==> src/rtl/clock_ctrl_pkg.sv <==
// Shared state encodings and sizing helper for the alarm-clock mode sequencer.
package clock_ctrl_pkg;

    typedef enum logic [2:0] {
        ST_RUN    = 3'd0,
        ST_SET_T  = 3'd1,
        ST_SET_A  = 3'd2,
        ST_RING   = 3'd3,
        ST_SNOOZE = 3'd4
    } state_e;

    localparam logic [2:0] MODE_RUN    = 3'd0;
    localparam logic [2:0] MODE_SET_T  = 3'd1;
    localparam logic [2:0] MODE_SET_A  = 3'd2;
    localparam logic [2:0] MODE_RING   = 3'd3;
    localparam logic [2:0] MODE_SNOOZE = 3'd4;

    // Number of bits needed to hold values 0..maxVal (at least one bit).
    function automatic int cntWidth(input int maxVal);
        int w;
        w = 1;
        for (int i = 1; i < 32; i++) begin
            if ((maxVal >> i) != 0) w = i + 1;
        end
        return w;
    endfunction

endpackage

==> src/rtl/btn_repeat.sv <==
// Front-panel button conditioner: 2-flop synchroniser, rising-edge detect and
// hold-to-repeat, producing a registered single-cycle strobe.
module btn_repeat
    import clock_ctrl_pkg::*;
#(
    parameter int REP_DELAY  = 24_000_000,
    parameter int REP_PERIOD = 6_000_000
) (
    input  logic clk,
    input  logic reset,
    input  logic btn_i,
    input  logic en_i,
    output logic strobe_o
);

    localparam int CW = cntWidth((REP_DELAY > REP_PERIOD) ? REP_DELAY : REP_PERIOD);
    localparam logic [CW-1:0] DELAY_C  = CW'(REP_DELAY);
    localparam logic [CW-1:0] PERIOD_C = CW'(REP_PERIOD);

    logic          sync1_q, sync2_q, prev_q;
    logic          rep_q, rep_d;
    logic          strobe_q, strobe_d;
    logic [CW-1:0] cnt_q, cnt_d;

    always_ff @(posedge clk or posedge reset) begin
        if (reset) begin
            sync1_q  <= 1'b0;
            sync2_q  <= 1'b0;
            prev_q   <= 1'b0;
            rep_q    <= 1'b0;
            strobe_q <= 1'b0;
            cnt_q    <= '0;
        end else begin
            sync1_q  <= btn_i;
            sync2_q  <= sync1_q;
            prev_q   <= sync2_q;
            rep_q    <= rep_d;
            strobe_q <= strobe_d;
            cnt_q    <= cnt_d;
        end
    end

    // cnt_q holds cycles since the last strobe; rep_q selects delay vs period.
    always_comb begin
        cnt_d    = cnt_q;
        rep_d    = rep_q;
        strobe_d = 1'b0;
        if (!en_i || !sync2_q) begin
            cnt_d = '0;
            rep_d = 1'b0;
        end else if (!prev_q) begin
            strobe_d = 1'b1;
            cnt_d    = CW'(1);
            rep_d    = 1'b0;
        end else if ((!rep_q && cnt_q == DELAY_C) || (rep_q && cnt_q == PERIOD_C)) begin
            strobe_d = 1'b1;
            cnt_d    = CW'(1);
            rep_d    = 1'b1;
        end else begin
            cnt_d = cnt_q + CW'(1);
        end
    end

    assign strobe_o = strobe_q;

endmodule

==> src/rtl/clock_mode_ctrl.sv <==
// Alarm-clock mode sequencer: 1 s prescaler, set-time/set-alarm/ring/snooze FSM,
// button strobe routing and speaker gate.
module clock_mode_ctrl
    import clock_ctrl_pkg::*;
#(
    parameter int TICKS_PER_SEC = 50_000_000,
    parameter int REP_DELAY     = 24_000_000,
    parameter int REP_PERIOD    = 6_000_000,
    parameter int RING_SECS     = 60,
    parameter int SNOOZE_SECS   = 300
) (
    input  logic       clk,
    input  logic       reset,
    input  logic       set_time,
    input  logic       alarm,
    input  logic       Toggle_switch,
    input  logic       hours_set,
    input  logic       mins_set,
    input  logic       snooze,
    input  logic       alarm_match,
    output logic       sec_tick,
    output logic       time_hr_inc,
    output logic       time_min_inc,
    output logic       clr_sec,
    output logic       alm_hr_inc,
    output logic       alm_min_inc,
    output logic       disp_sel,
    output logic       Speaker_out_en,
    output logic [2:0] mode
);

    localparam int PW = cntWidth(TICKS_PER_SEC - 1);
    localparam int SW = cntWidth((RING_SECS > SNOOZE_SECS) ? RING_SECS : SNOOZE_SECS);
    localparam logic [PW-1:0] PRESC_MAX   = PW'(TICKS_PER_SEC - 1);
    localparam logic [SW-1:0] RING_LAST   = SW'(RING_SECS - 1);
    localparam logic [SW-1:0] SNOOZE_LAST = SW'(SNOOZE_SECS - 1);

    state_e        state_q, state_d;
    logic [PW-1:0] prescCnt_q, prescCnt_d;
    logic          secTick_q, secTick_d;
    logic [SW-1:0] secCnt_q, secCnt_d;

    logic setTimeS1_q, setTime_q, alarmS1_q, alarm_q, toggleS1_q, toggle_q;
    logic snoozeS1_q, snooze_q, snoozePrev_q, matchPrev_q;
    logic snoozeRise, matchRise, inSet, hrStrobe, minStrobe;

    always_ff @(posedge clk or posedge reset) begin
        if (reset) begin
            setTimeS1_q  <= 1'b0;
            setTime_q    <= 1'b0;
            alarmS1_q    <= 1'b0;
            alarm_q      <= 1'b0;
            toggleS1_q   <= 1'b0;
            toggle_q     <= 1'b0;
            snoozeS1_q   <= 1'b0;
            snooze_q     <= 1'b0;
            snoozePrev_q <= 1'b0;
            matchPrev_q  <= 1'b0;
        end else begin
            setTimeS1_q  <= set_time;
            setTime_q    <= setTimeS1_q;
            alarmS1_q    <= alarm;
            alarm_q      <= alarmS1_q;
            toggleS1_q   <= Toggle_switch;
            toggle_q     <= toggleS1_q;
            snoozeS1_q   <= snooze;
            snooze_q     <= snoozeS1_q;
            snoozePrev_q <= snooze_q;
            matchPrev_q  <= alarm_match;
        end
    end

    assign snoozeRise = snooze_q & ~snoozePrev_q;
    assign matchRise  = alarm_match & ~matchPrev_q;
    assign inSet      = (state_q == ST_SET_T) || (state_q == ST_SET_A);

    btn_repeat #(.REP_DELAY(REP_DELAY), .REP_PERIOD(REP_PERIOD)) u_hrBtn (
        .clk      (clk),
        .reset    (reset),
        .btn_i    (hours_set),
        .en_i     (inSet),
        .strobe_o (hrStrobe)
    );

    btn_repeat #(.REP_DELAY(REP_DELAY), .REP_PERIOD(REP_PERIOD)) u_minBtn (
        .clk      (clk),
        .reset    (reset),
        .btn_i    (mins_set),
        .en_i     (inSet),
        .strobe_o (minStrobe)
    );

    always_ff @(posedge clk or posedge reset) begin
        if (reset) begin
            state_q    <= ST_RUN;
            prescCnt_q <= '0;
            secTick_q  <= 1'b0;
            secCnt_q   <= '0;
        end else begin
            state_q    <= state_d;
            prescCnt_q <= prescCnt_d;
            secTick_q  <= secTick_d;
            secCnt_q   <= secCnt_d;
        end
    end

    // Holding the prescaler at zero while setting time makes the first second afterwards full length.
    always_comb begin
        prescCnt_d = prescCnt_q + PW'(1);
        secTick_d  = 1'b0;
        if (state_q == ST_SET_T) begin
            prescCnt_d = '0;
        end else if (prescCnt_q == PRESC_MAX) begin
            prescCnt_d = '0;
            secTick_d  = 1'b1;
        end
    end

    always_comb begin
        state_d  = state_q;
        secCnt_d = secTick_q ? secCnt_q + SW'(1) : secCnt_q;
        case (state_q)
            ST_RUN: begin
                if (setTime_q)                  state_d = ST_SET_T;
                else if (alarm_q)               state_d = ST_SET_A;
                else if (matchRise && toggle_q) state_d = ST_RING;
            end
            ST_SET_T: begin
                if (!setTime_q) state_d = ST_RUN;
            end
            ST_SET_A: begin
                if (setTime_q)     state_d = ST_SET_T;
                else if (!alarm_q) state_d = ST_RUN;
            end
            ST_RING: begin
                if (!toggle_q)                                state_d = ST_RUN;
                else if (snoozeRise)                          state_d = ST_SNOOZE;
                else if (secTick_q && secCnt_q == RING_LAST)  state_d = ST_RUN;
                else if (setTime_q)                           state_d = ST_SET_T;
                else if (alarm_q)                             state_d = ST_SET_A;
            end
            ST_SNOOZE: begin
                if (secTick_q && secCnt_q == SNOOZE_LAST) state_d = ST_RING;
                else if (!toggle_q)                       state_d = ST_RUN;
                else if (setTime_q)                       state_d = ST_SET_T;
                else if (alarm_q)                         state_d = ST_SET_A;
            end
            default: state_d = ST_RUN;
        endcase
        if (state_d != state_q || (state_q != ST_RING && state_q != ST_SNOOZE)) begin
            secCnt_d = '0;
        end
    end

    assign mode           = state_q;
    assign sec_tick       = secTick_q;
    assign disp_sel       = (state_q == ST_SET_A);
    assign Speaker_out_en = (state_q == ST_RING);
    assign time_hr_inc    = hrStrobe & (state_q == ST_SET_T);
    assign time_min_inc   = minStrobe & (state_q == ST_SET_T);
    assign clr_sec        = minStrobe & (state_q == ST_SET_T);
    assign alm_hr_inc     = hrStrobe & (state_q == ST_SET_A);
    assign alm_min_inc    = minStrobe & (state_q == ST_SET_A);

endmodule

==> config.mk <==
export PLATFORM = sky130hd
export DESIGN_NAME = clock_mode_ctrl
export DESIGN_NICKNAME = d
export VERILOG_FILES = /design/src/rtl/clock_ctrl_pkg.sv /design/src/rtl/btn_repeat.sv /design/src/rtl/clock_mode_ctrl.sv
export SDC_FILE = /design/constraint.sdc
export NUM_CORES = 1
export LEC_CHECK = 0
export ABC_CLOCK_PERIOD_IN_PS = 10800
export CAP_MARGIN = 40
export CELL_PAD_IN_SITES_DETAIL_PLACEMENT = 1
export CELL_PAD_IN_SITES_GLOBAL_PLACEMENT = 2
export CORE_MARGIN = 1.5
export CORE_UTILIZATION = 45
export CTS_BUF_LIST = sky130_fd_sc_hd__clkbuf_8
export CTS_CLUSTER_SIZE = 25
export DETAILED_ROUTE_END_ITERATION = 16
export PLACE_DENSITY = 0.85
export SYNTH_ARGS = -nofsm -noshare
export SYNTH_HDL_FRONTEND = slang
export SYNTH_SLANG_ARGS = --single-unit
==> constraint.sdc <==
create_clock -name clk -period 10.8 [get_ports clk]
set_input_delay 2.16 -clock clk [delete_from_list [all_inputs] [get_ports clk]]
set_output_delay 2.16 -clock clk [all_outputs]
set_load 0.05 [all_outputs]
==> results.py <==
metrics = {
    "synthesis": {
        "most_instantiated_flip_flop_cell_in_the_synthesis_netlist": "sky130_fd_sc_hd__dfrtp_1",
        "synth.ff_latch_count": 109,
        "netlist_instances": 551,
        "synth_nets": 566,
        "synth-edff-count": 0,
        "synthesis.area_um2": 5600,
        "async_reset_ff_frac": 1.00,
        "synth.yosys.warnings": 0,
        "syn_avg_cell_area_um2": 10.2,
        "number_of_distinct_library_cells_after_synthesis": 64,
        "part_of_the_yosys_area_used_for_sequential_elements": 0.487,
    },
    "clock_network": {
        "clockBufferDepth": 2,
        "tritoncts": "yes",
        "cts.reportedPaths.clkPinSlew_ns": 0.10,
        "cts.hold.buffers_added": 0,
        "cts.root.buffer_cell": "sky130_fd_sc_hd__clkbuf_8",
        "cts_resized": 0,
        "cts-buffers-inserted": 9,
        "cts_post_setup_buffers_inserted": 0,
        "ctsHtreeMaxLevel": 3,
        "cts.sink_count": 109,
        "clock_insertion_delay_worst_skew_ns": 0.39,
    },
    "worst_setup_path": {
        "critPathLaunchType": "flip-flop",
        "crit_end": "time_min_inc",
        "worst_setup_path_end_kind": "primary output",
        "crit_path_cell_trace": "and2b_1 -> and3_1 -> clkdlybuf4s50_1",
        "r2r_cells": 6,
        "timing.critical_path.from": "mode[0]",
        "timing.rr.end": "u_hrBtn.cnt_q[11]",
        "timing.critical_path.fanout_max": 12,
        "required_time_worst_endpoint_ns": 8.64,
        "worst-r2r-setup-slack_ns": 8.42,
        "slowest_delay_ns": 0.80,
        "crit_slowest_cell": "sky130_fd_sc_hd__clkdlybuf4s50_1",
        "worstReg2RegStart": "mode[1]",
        "timing_worst_setup_path_type": "reg2out",
        "worst-endpoint-arrival_ns": 2.29,
    },
    "floorplan": {
        "io_pins": 20,
        "chipHeight_um": 115,
        "core_area_um2": 12100,
        "floorplan.die_area_um2": 13100,
        "start_util": 0.465,
        "dieWidth_um": 115,
        "num_rows": 40,
    },
    "timing": {
        "setup_tns_ns": 0,
        "worstMarginPinSlew_ns": 0.710,
        "clock.fmax_mhz": 225,
        "timing.final.ws_setup_ns": 6.35,
        "report.final.setup_viol": 0,
        "final_hold_viol_count": 0,
        "worst_clock_skew_ns": 0.0190,
        "timing.final.max_slew_violations": 0,
        "timing.final.crit_share": 0.412,
        "final_period_minus_worst_setup_slack_ns": 4.45,
        "setup_repair_after_global_routing_missed_its_margin": "false",
        "max-slew-margin-rel": 0.527,
    },
    "placement": {
        "rd_place_congestion": 0.779,
        "port-buffer-count": 19,
        "dp.final_hpwl_mm": 8.52,
        "detailedPlace.worstSlack_ns": 6.77,
    },
    "final_layout": {
        "areaGrowthSynthToFinish_pct": 9.15,
        "final_nets": 582,
        "layout.filler_cells": 1349,
        "final_layout_size_suffix_gt1_frac": 0.117,
        "num_antenna_cells": 0,
    },
    "detailed_routing": {
        "num_vias": 3985,
        "ant_nets": 0,
        "avgViaCountPerCell": 5.39,
        "detail_route.iter0.violations": 200,
        "drc": 0,
        "wl_per_cell_um": 16.2,
        "totalWireLength_mm": 12.0,
        "first_pass_drt_iterations": 4,
    },
    "pwr": {
        "cellLeakagePower_uw": 0.00251,
        "vdd_drop_max_mv": 0.0988,
        "powerDensity_nw_per_um2": 122,
    },
    "min_path": {
        "hold_path_class": "reg2reg",
    },
    "global_route": {
        "first_pass_grt_wire_length_mm": 21.1,
        "pin_count_of_the_biggest_net_entering_global_routing": 57,
        "grt_pass1_vias": 4195,
        "antenna_found_initial": 0,
        "overflow": 0,
        "total_routing_usage_gr": 0.204,
    },
    "status": {
        "run_status": "completed",
    },
    "job": {
        "drv_cap": 0,
    },
}
-- worst min-delay path by stage --
stage | from | end | slack [ns] | cells after the start
after detailed placement | snoozeS1_q | snooze_q | 0.34 | 0
final | u_hrBtn.sync1_q | u_hrBtn.sync2_q | 0.37 | 0
after floorplan | alarmS1_q | alarm_q | 0.33 | 0
after CTS | alarmS1_q | alarm_q | 0.37 | 0
after global placement | setTimeS1_q | setTime_q | 0.34 | 0
after global routing | alarmS1_q | alarm_q | 0.38 | 0
-- report_power, final --
| group | internal, µW | total [µW] | switching [µW] |
|---|---|---|---|
| clock | 135 | 271 | 136 |
| combinational | 15.6 | 50.0 | 34.4 |
| sequential | 416 | 426 | 10.5 |
| total | 566 | 747 | 181 |
-- cells in the mapped netlist, drive strengths merged (8+ instances only) --
cell type / count / area share
nor2: 94 / 0.071
xnor2: 23 / 0.036
nand4: 26 / 0.035
nand3: 34 / 0.031
inv: 10 / 0.0067
a21oi: 15 / 0.015
buf: 13 / 0.021
nor4: 12 / 0.023
xor2: 54 / 0.084
and4: 8 / 0.013
nand2: 49 / 0.034
nor3: 12 / 0.012
dfrtp: 109 / 0.49
and3: 18 / 0.021
-- layer usage --
layer	track usage	part of all wire	routed length [µm]
met2	0.323	0.49	5860
met3	0.0455	0.021	249
met4	0.0567	0.013	159
met5	0	0	0
met1	0.284	0.48	5740
-- cell usage in the layout, fill, tap and decap left out, types with 3 or more instances in the layout --
cell,instances
sky130_fd_sc_hd__and4_1,7
sky130_fd_sc_hd__ha_1,6
sky130_fd_sc_hd__nor2_2,19
sky130_fd_sc_hd__nor4_1,6
sky130_fd_sc_hd__clkbuf_8,10
sky130_fd_sc_hd__clkdlybuf4s50_1,19
sky130_fd_sc_hd__nand4bb_1,3
sky130_fd_sc_hd__nor4b_1,3
sky130_fd_sc_hd__or3_1,5
sky130_fd_sc_hd__and2_1,4
sky130_fd_sc_hd__and3_1,16
sky130_fd_sc_hd__nor4_2,4
sky130_fd_sc_hd__o21ai_0,6
sky130_fd_sc_hd__nand2b_1,4
sky130_fd_sc_hd__nor2_1,75
sky130_fd_sc_hd__a31oi_1,3
sky130_fd_sc_hd__nand2_1,48
sky130_fd_sc_hd__nor2b_1,5
sky130_fd_sc_hd__inv_1,10
sky130_fd_sc_hd__nand4_1,23
sky130_fd_sc_hd__xor2_1,54
sky130_fd_sc_hd__or4b_1,3
sky130_fd_sc_hd__nand4b_1,4
sky130_fd_sc_hd__dfrtp_1,109
sky130_fd_sc_hd__nand3_1,33
sky130_fd_sc_hd__a21oi_1,13
sky130_fd_sc_hd__nor3_1,11
sky130_fd_sc_hd__xnor2_1,23
-- worst max-delay path: cells and delay by family (launching register included) --
kind | cells | cell delay [ns]
buf+inv | 1 | 0.80
flops | 1 | 0.57
simple gates | 2 | 0.54
-- metrics by stage --
step	hold WS (ns)	util	instance area, µm²	total power, µW	instances
final	0.371	0.507	6120	747	739
after detailed placement	0.337	0.489	5900	485	724
after CTS	0.370	0.507	6120	760	739
after floorplan	0.331	-	5600	471	551
after global placement	0.336	0.488	5880	483	722
after global routing	0.382	0.507	6120	779	739
-- sequential cells by signal, indices dropped and copies added (netlist names), 3 cells and up --
| register | count |
|---|---|
| mode | 3 |
| u_hrBtn.cnt_q | 25 |
| u_minBtn.cnt_q | 25 |
| secCnt_q | 9 |
| prescCnt_q | 26 |
-- cells by family (layout without fill, tap and decap cells) --
kind of cell / after synthesis / after routing / synth area share
buffers and inverters: 28 / 48 / 0.0308
and+or+nand+nor: 296 / 296 / 0.303
adders and majority gates: 6 / 6 / 0.0134
muxes: 1 / 1 / 0.00201
DFF: 109 / 109 / 0.487
AOI/OAI and AO/OA: 34 / 34 / 0.0442
xor gates and xnor gates: 77 / 77 / 0.120
-- area by class of cell --
type	count	area (µm²)	share of cell area
clock buffer	10	138	0.0225
clock inverter	5	76.3	0.0125
timing repair buffer	22	218	0.0356
sequential	109	2730	0.446
multi-input combinational	414	2700	0.442
inverter	11	43.8	0.00716
tap	168	210	0.0344
(Power assumes the default switching activity.)
